<file path="config.mk">
export PLATFORM = sky130hd
export DESIGN_NAME = sc_fir_sequencer
export DESIGN_NICKNAME = d
export VERILOG_FILES = /design/src/rtl/sc_fir_sequencer.sv
export SDC_FILE = /design/constraint.sdc
export NUM_CORES = 1
export LEC_CHECK = 0
export CAP_MARGIN = 20
export CORE_MARGIN = 1.5
export CORE_UTILIZATION = 56
export CTS_CLUSTER_DIAMETER = 100
export DETAILED_ROUTE_END_ITERATION = 6
export DONT_BUFFER_PORTS = 1
export PLACE_DENSITY = 0.76
export SETUP_SLACK_MARGIN = 0.15
export SYNTH_ARGS = -nofsm -noshare
export SYNTH_HDL_FRONTEND = slang
export SYNTH_SLANG_ARGS = --single-unit
export TNS_END_PERCENT = 20
</file>
<file path="constraint.sdc">
create_clock -name clock -period 3.31 [get_ports clock]
set_input_delay 0.331 -clock clock [delete_from_list [all_inputs] [get_ports clock]]
set_output_delay 0.331 -clock clock [all_outputs]
set_load 0.01 [all_outputs]
</file>
<file path="src/rtl/sc_fir_sequencer.sv">
// Stochastic-computing FIR sequencer: delay line, LFSR comparator source, window counter and result capture.
// Optional feature: define SC_LFSR_RESEED_EN to reload the LFSR with SEED at the start of every window.
module sc_fir_sequencer #(
  parameter int N = 8,
  parameter int ORDER = 9,
  parameter logic [N-1:0] SEED = 8'h01,
  parameter logic [N-1:0] LFSR_TAPS = 8'hB8
) (
  input  logic                     clock,
  input  logic                     reset,
  input  logic [N-1:0]             sample_in,
  input  logic                     sample_valid,
  output logic                     sample_ready,
  output logic [N*(ORDER+1)-1:0]   taps,
  output logic [N-1:0]             R_y,
  output logic [N-1:0]             sel_bits,
  output logic                     start,
  input  logic [N-1:0]             hwa_out,
  input  logic                     hwa_done,
  output logic [N-1:0]             result,
  output logic                     result_valid,
  input  logic                     result_ready,
  output logic                     sync_err
);

  typedef enum logic [1:0] {
    S_IDLE = 2'd0,
    S_LOAD = 2'd1,
    S_RUN  = 2'd2,
    S_HOLD = 2'd3
  } state_t;

  localparam logic [N-1:0] SEL_LAST = {N{1'b1}};
  localparam logic [N-1:0] SEL_ONE  = {{(N-1){1'b0}}, 1'b1};

  state_t                   state_q;
  logic [N*(ORDER+1)-1:0]   taps_q;
  logic [N-1:0]             lfsr_q;
  logic [N-1:0]             lfsr_d;
  logic [N-1:0]             sel_q;
  logic [N-1:0]             result_q;
  logic                     result_valid_q;
  logic                     sync_err_q;

  function automatic logic [N-1:0] lfsr_step(input logic [N-1:0] s);
    return {s[N-2:0], ^(s & LFSR_TAPS)};
  endfunction

  assign lfsr_d = lfsr_step(lfsr_q);

  // Sequencer FSM together with every registered output it owns.
  always_ff @(posedge clock or posedge reset) begin
    if (reset) begin
      state_q        <= S_IDLE;
      taps_q         <= '0;
      lfsr_q         <= SEED;
      sel_q          <= '0;
      result_q       <= '0;
      result_valid_q <= 1'b0;
      sync_err_q     <= 1'b0;
    end else begin
      case (state_q)
        S_IDLE: begin
          if (sample_valid) begin
            taps_q  <= {taps_q[N*ORDER-1:0], sample_in};
            state_q <= S_LOAD;
          end else begin
            state_q <= S_IDLE;
          end
        end
        S_LOAD: begin
`ifdef SC_LFSR_RESEED_EN
          lfsr_q  <= SEED;
`endif
          sel_q   <= '0;
          state_q <= S_RUN;
        end
        S_RUN: begin
          sel_q  <= sel_q + SEL_ONE;
          lfsr_q <= lfsr_d;
          // Done must coincide exactly with the last counter value of the window.
          if (sel_q == SEL_LAST) begin
            result_q       <= hwa_out;
            result_valid_q <= 1'b1;
            if (!hwa_done) begin
              sync_err_q <= 1'b1;
            end
            state_q <= S_HOLD;
          end else if (hwa_done) begin
            sync_err_q <= 1'b1;
          end
        end
        S_HOLD: begin
          if (result_ready) begin
            result_valid_q <= 1'b0;
            state_q        <= S_IDLE;
          end
        end
        default: begin
          state_q <= S_IDLE;
        end
      endcase
    end
  end

  assign sample_ready = (state_q == S_IDLE) & ~reset;
  assign start        = (state_q == S_LOAD);
  assign taps         = taps_q;
  assign R_y          = lfsr_q;
  assign sel_bits     = sel_q;
  assign result       = result_q;
  assign result_valid = result_valid_q;
  assign sync_err     = sync_err_q;

endmodule

</file>
==> results.txt, run 1 <==
The run finished with clean final reports. The critical path goes through inv_1 -> ha_1 -> a21oi_1 -> nand2_1 -> mux2_2. STA classifies the critical path endpoint as a flip-flop.

Static timing analysis puts the maximum clock frequency at about 0.47 GHz. The x dimension of the die came out at between 90 and 100 microns. The count of maximum capacitance violations came out at 0.

The final setup slack of the worst path is 1.20 ns. The routed via count divided by cell count is approximately 5.6. The maximum fanout count along the critical path is 22. The worst slew margin relative to its limit came out at 33.0%.

The critical path arrival is 2.36 ns. The total of cells resized after clock tree synthesis is 0. The floorplan step defined a die boundary enclosing between 0.008 and 0.009 sq mm. The total I/O pin count came out at 129. Yosys mapped the design onto 35 distinct sky130hd cell types. The cell at the slowest stage of the critical path is sky130_fd_sc_hd__ha_1. The biggest cell delay along the critical path came out at between 0.7 and 0.8 ns. The sequential power share came out at 60.4%.

The number of hold violations in the final report is 0. The reg-to-reg startpoint is state_q[0]. The layout has 587 filler cells. The busiest layer in global routing is met2. The portion of the post-synthesis area used by sequential elements is a little over 60%.

In this run the standard cell core region covers 0.00765 sq mm. The effective utilization at floorplan is 57.2%. The standby leakage power came out at 2.42 nW. The critical path class is reg2reg. Routability-driven placement finished with a final weighted congestion of approximately 0.80.

The largest net degree at the start of global routing came out at 85. The TritonCTS buffer count is 9. At the pin with the least slew margin, the transition time is 1.01 ns. The post-detailed-routing wire length is 7280 microns. The number of H-tree levels is 3. The combinational fraction of design power came out at 1.7%.

For this run the aggregate overflow at the end of global routing stands at 0. The synthesized area per cell came out at 15.0 sq um. Cells with a size suffix above 1 make up 41.6% of the layout. In the final design database the tool counted 313 nets. The clock group share of total power is 38.0%.

Setup repair after global routing left no endpoint under its margin. The layout overhead on the synthesized area came out at 6.26%. The library cell used most frequently in the layout, excluding fill and tap cells, is sky130_fd_sc_hd__dfrtp_1. The DRC marker count from the first detailed-route iteration is 119. The met1 track demand over resource came out at 23.4%.

At the later pin of the worst-skew pair, clock insertion delay measures between 0.3 and 0.4 ns. Across the VDD grid, the largest voltage drop is 0.341 mV. The number of detailed-routing iterations run before antenna repair is 4. The wire length of the first global-routing pass came out at 11600 microns. The antenna diode instance count is 0. The initial antenna violation count is 0. Setup violations remaining at the end of the flow were counted as 0. The power density relative to cell area came out at 474 mW/mm^2. The cell at the root of the clock tree is sky130_fd_sc_hd__clkbuf_8. The number of global-route vias before repair came out at 2252. The worst slack on hold paths is 0.107 ns. The post-synthesis instance area came out at 0.00438 sq mm.

The switching power of the nets is 498 uW. The number of buffers inserted by post-CTS setup repair came out at 0. When the netlist entered floorplanning its net count stood at 318. The required time of the critical path is 3.55 ns. The met3 capacity usage during global routing came out at 5.70%. For met2 alone, demand over resource in global routing was 27.0%. Buffers placed on the I/O ports in this run total 0.

The sum of negative setup slack is 0 ns. Tracing the worst setup path back leads to its startpoint at state_q[0]. In the routed design, unresolved DRC markers number 0.

In this run the worst hold path is classified as in2reg. The post-detailed-route wirelength per cell came out at 18.5 microns. Detailed placement ended at an HPWL of between 5000 and 6000 microns. For this run, the total global-route usage over all layers was measured as between 15 and 20%. The number of synthesis warnings is 0. The number of antenna-violating nets in the routed design is 0.

The clock arrives with ~0.012 ns of skew. The pre-CTS worst setup slack came out at 1.24 ns. The smallest clock period supported by the final layout is computed as 2.11 ns. Clock-pin slew was measured on the worst setup and hold paths at 0.11 ns. The synthesized netlist cell count came out at approximately 290. The die outline height came out at 91.4 microns. The routed layout has 2189 vias. The net switching fraction of the power is 22.6%.

The design internal power is 1.70 mW. The startpoint kind of the worst setup timing path is a flip-flop. The TritonCTS clock tree is built.

The clock passes through at most 2 buffers. Synthesis inferred about 110 register bits. The count of standard-cell rows came out at 32. The max-slew violation count came out at 0.

The launch point of the worst hold path is hwa_out[4]. The top cell types in the final layout, fill and taps aside, are sky130_fd_sc_hd__dfrtp_1 (107), sky130_fd_sc_hd__mux2_2 (88), sky130_fd_sc_hd__nand2_1 (11). The sink count of the clock tree is 108.

In the finished design, the share of the clock period the worst path needs comes to ~64%.
-- path summary, 6_finish.rpt --
path | endpoint | slack [ns] | cells past startpoint
max | state_q[1] | 1.20 | 5
min | result[4] | 0.11 | 1
max reg2reg | state_q[1] | 1.20 | 5
min reg2reg | sync_err | 0.55 | 1
max in group asynchronous | R_y[0] | 1.99 | 3
min in group asynchronous | taps[36] | 0.49 | 2
-- metal layers --
layer  vias to the layer above  wire, microns
li1                       1002              -
met1                      1099           3140
met2                        75           3440
met3                        13            522
met4                         0            169
met5                         -              0
-- critical path: cells and delay by family, from the launching register on --
| family | cells | cell delay [ns] |
|---|---|---|
| AOI/OAI and AO/OA | 1 | 0.19 |
| adders and majority gates | 1 | 0.78 |
| buffers and inverters | 1 | 0.13 |
| DFF | 1 | 0.42 |
| muxes | 1 | 0.34 |
| and+or+nand+nor | 1 | 0.14 |
-- stage by stage --
step | power (mW) | util (%) | cell area, sq um | std cells
floorplan | 1.38 | - | 4380 | 291
global placement | 1.39 | 57.9 | 4420 | 376
detailed placement | 1.39 | 57.9 | 4420 | 376
CTS | 2.23 | 60.8 | 4650 | 393
global route | 2.28 | 60.8 | 4650 | 393
finish | 2.20 | 60.8 | 4650 | 393
-- sequential cells by signal (all words and copies together) (netlist names) --
| signal | cells |
|---|---|
| result_valid | 1 |
| state_q | 2 |
| taps | 80 |
| sel_bits | 8 |
| sync_err | 1 |
| R_y | 8 |
| result | 8 |
-- cell usage after synthesis, drive strengths merged --
library cell    n  area (sq um)
a21o            2          15.0
a21oi           4          20.0
a22o            1          8.76
and3            2          13.8
buf            16           104
clkbuf          2          7.51
dfrtp         107          2680
dfstp           1          26.3
ha              6          75.1
inv             8          30.0
mux2           96          1110
mux2i           1          10.0
nand2          13          56.3
nand3           4          25.0
nand3b          1          7.51
nand4           3          25.0
nor2            5          26.3
nor2b           3          18.8
nor3            1          5.00
nor3b           1          7.51
o2111a          1          11.3
o21ai           4          20.0
o221ai          1          8.76
o22ai           1          6.26
o31ai           1          7.51
xnor2           3          26.3
xor2            3          26.3
-- kinds of logic after synthesis --
family,share of synthesized area [%]
flops,61.8
mux,25.6
simple gates,4.23
buf+inv,3.23
compound gates,2.23
xor+xnor,1.20
fa+ha+maj,1.72
-- repair_timing --
action | in CTS | in global routing
endpoints found under the hold margin | 24 | 0
endpoints found under the setup margin | 0 | 0
hold buffers | 1 | 0
-- power groups by stage --
| stage | clock network [mW] | registers [mW] | logic [mW] |
|---|---|---|---|
| after floorplan | 0 | 1.35 | 0.0271 |
| after global placement | 0 | 1.36 | 0.0369 |
| after detailed placement | 0 | 1.36 | 0.0374 |
| after CTS | 0.860 | 1.33 | 0.0390 |
| after global routing | 0.906 | 1.33 | 0.0434 |
| final | 0.836 | 1.33 | 0.0369 |
-- final cells by class --
cell class	count	area (sq um)	share of cell area [%]
clock buffer	9	124	2.66
clock inverter	7	92.6	1.99
inverter	8	33.8	0.726
multi-input combinational	157	1540	33.1
sequential	108	2700	58.1
tap	102	128	2.74
timing repair buffer	2	30.0	0.646
No activity file was read; power rests on OpenSTA's default activity.
==> run 2: changes to the inputs <==
clock period = 1.7 ns   (was 3.31 ns; I/O delays follow)
==> results.txt, run 2 (synthesized netlist as in run 1, its figures left out) <==
Status: finished clean (unchanged). The depth of the worst register-to-register path is 5 (unchanged). The capture instance of the worst register-to-register path is result[1] (was state_q[1]). The TritonCTS clock tree is built (unchanged). The worst reg-to-reg setup slack came out at 0.18 ns (was 1.20 ns). The total placed instance area is 0.00455 sq mm (was 0.00442 sq mm).

The total congestion overflow came to 0 (unchanged). The element type at the critical path end is a flip-flop (unchanged). The required time of the critical path came out at 1.94 ns (was 3.55 ns).

The kind of path behind the tightest hold check is in2reg (unchanged). The routed via count divided by cell count is 5.53 (was 5.57). The count of cells along the worst hold path is 2 (was 1).

The fraction of the cycle the final worst path needs is 89.6% (was 63.9%). Setup repair after global routing missed its margin: true (was false). The die outline area is 0.00835 sq mm (unchanged). The power consumption is 4.42 mW (was 2.20 mW). The pre-CTS worst setup slack is 0.120 ns (was 1.24 ns). The total I/O pin count came out at 129 (unchanged). The sink count of the clock tree came out at 108 (unchanged). The commonest non-fill, non-tap cell in the layout is sky130_fd_sc_hd__dfrtp_1 (unchanged). The sum of negative setup slack came out at 0 ns (unchanged). The clock transition at the registers of the reported paths came out at 0.11 ns (about the same). The DRC marker count from the first detailed-route iteration is 115 (was 119). The later-pin clock latency in the skew report came out at 0.36 ns (about the same).

The count of placed standard cells in the final layout, fillers left out was 423 (was 393). The initial antenna violation count is 0 (unchanged). The x dimension of the die is 91.4 microns (unchanged). The maximum fanout count along the critical path is 8 (was 22). The fraction of final layout cells sized beyond drive strength 1 came out at 43.0% (was 41.6%).

The post-detailed-routing wire length came out at 7780 microns (was 7280 microns). The final design instance area without fill came to 0.00499 sq mm (was 0.00465 sq mm). Top library cells by usage in the layout, fill and taps aside: sky130_fd_sc_hd__dfrtp_1 (107), sky130_fd_sc_hd__mux2_2 (88), sky130_fd_sc_hd__dlygate4sd3_1 (18) (was sky130_fd_sc_hd__dfrtp_1 (107), sky130_fd_sc_hd__mux2_2 (88), sky130_fd_sc_hd__nand2_1 (11)). The cell at the root of the clock tree is sky130_fd_sc_hd__clkbuf_8 (unchanged). The total number of vias is 2340 (was 2189).

The number of H-tree levels came out at 3 (unchanged). The count of input and output buffers came to 0 (unchanged). The worst voltage drop across the vdd grid came out at 0.524 mV (was 0.341 mV). The number of flip-flops in the largest register came out at 80 (unchanged). The routability congestion estimate from global placement is 0.851 (was 0.805). The clock skew came out at 0.0144 ns (was 0.0119 ns). The floorplan core area is 0.00765 sq mm (unchanged). The core utilization of the finished layout came out at 65.3% (was 60.8%).

The number of buffers inserted by post-CTS setup repair came to 0 (unchanged). The final setup slack of the worst path is 0.177 ns (was 1.20 ns). The clock period minus worst slack was 1.52 ns (was 2.11 ns). The number of detailed-routing iterations run before antenna repair came to 4 (unchanged). The count of standard-cell rows is 32 (unchanged). The number of buffers between clock root and the deepest sink came to 2 (unchanged). The count of maximum capacitance violations was 0 (unchanged).

The number of remaining DRC errors is 0 (unchanged). The die outline height is 91.4 microns (unchanged). The slew at the pin with the worst max-slew slack came to 0.418 ns (was 1.01 ns). The antenna diode instance count came out at 0 (unchanged).

The number of setup violations in the final report came out at 0 (unchanged). The critical path arrival is 1.76 ns (was 2.36 ns). The standby leakage power came to 2.55 nW (was 2.42 nW). The effective utilization at floorplan came out at 57.2% (unchanged). The global-route total usage across every layer came out at 18.7% (was 18.0%).

The startpoint kind of the worst setup timing path was a flip-flop (unchanged). The reg-to-reg startpoint is sel_bits[0] (was state_q[0]). The TritonCTS buffer count is 9 (unchanged). The termination of the worst setup path was result[1] (was state_q[1]). The worst slew margin relative to its limit is 72.1% (was 33.0%). The number of global-route vias before repair was 2369 (was 2252).

The post-detailed-route wirelength per cell is 18.4 microns (was 18.5 microns). The wire length of the first global-routing pass is 12100 microns (was 11600 microns). The number of antenna-violating nets in the routed design was 0 (unchanged). The worst slack on hold paths came out at 0.0608 ns (was 0.107 ns). The maximum operating frequency came out at 0.657 GHz (was 0.473 GHz). The number of nets at the end of the flow is 343 (was 313). The total instance count after detailed placement is 389 (was 376). The critical path class was reg2reg (unchanged). The number of hold violations in the final report was 0 (unchanged). The layout overhead on the synthesized area is 14.0% (was 6.26%). The half-perimeter wire length after placement is 5270 microns (was 5020 microns). The power density relative to cell area is 885 mW/mm^2 (was 474 mW/mm^2).

The critical path startpoint is sel_bits[0] (was state_q[0]). The largest net degree at the start of global routing was 65 (was 85). The max-slew violation count came out at 0 (unchanged).
[run 2: cell count changes in the layout (fill, tap and decap cells not counted), moves of 2 or more]
cell                            before  now
sky130_fd_sc_hd__buf_4               0    9
sky130_fd_sc_hd__buf_12              1    3
sky130_fd_sc_hd__ha_2                0    3
sky130_fd_sc_hd__dlygate4sd3_1       1   18
sky130_fd_sc_hd__ha_1                6    3
[run 2: layout make-up]
class	count	area (sq um)
flip-flops and latches	108	2700
fillers	552	2660
multi-input cells	157	1560
repair buffers	32	334
well taps	102	128
clock buffers	9	124
clock inverters	7	105
inverters	8	33.8
[run 2: power breakdown]
group	leakage, nW	switching (mW)	total, mW	internal (mW)
clock	0.112	0.871	1.72	0.853
sequential	1.47	0.0124	2.59	2.58
combinational	0.969	0.0589	0.106	0.0473
total	2.55	0.942	4.42	3.48
[run 2: critical path, stage by stage (launching register included)]
cell and delay, ns:
sky130_fd_sc_hd__dfrtp_1 0.37, sky130_fd_sc_hd__ha_2 0.24, sky130_fd_sc_hd__nand4_4 0.16, sky130_fd_sc_hd__nor2_4 0.15, sky130_fd_sc_hd__nand2_4 0.14, sky130_fd_sc_hd__mux2_4 0.33
[run 2: how the worst min path moves through the flow]
stage,from,end
floorplan,hwa_out[0],result[0]
global placement,reset,state_q[0]
detailed placement,reset,state_q[1]
CTS,hwa_done,sync_err
global route,hwa_done,sync_err
finish,hwa_done,sync_err
[run 2: what timing repair did]
action                     CTS  global route
setup endpoints to repair   29           100
hold buffers                18             0
gates resized for setup      1             8
hold endpoints to repair    91             0
[run 2: routing by layer]
layer	vias to the layer above	wire length, microns	GRT usage [%]
met3	13	622	6.87
met1	1175	3150	23.0
met2	93	3840	29.7
met5	-	0	0
li1	1059	-	-
met4	0	162	7.94
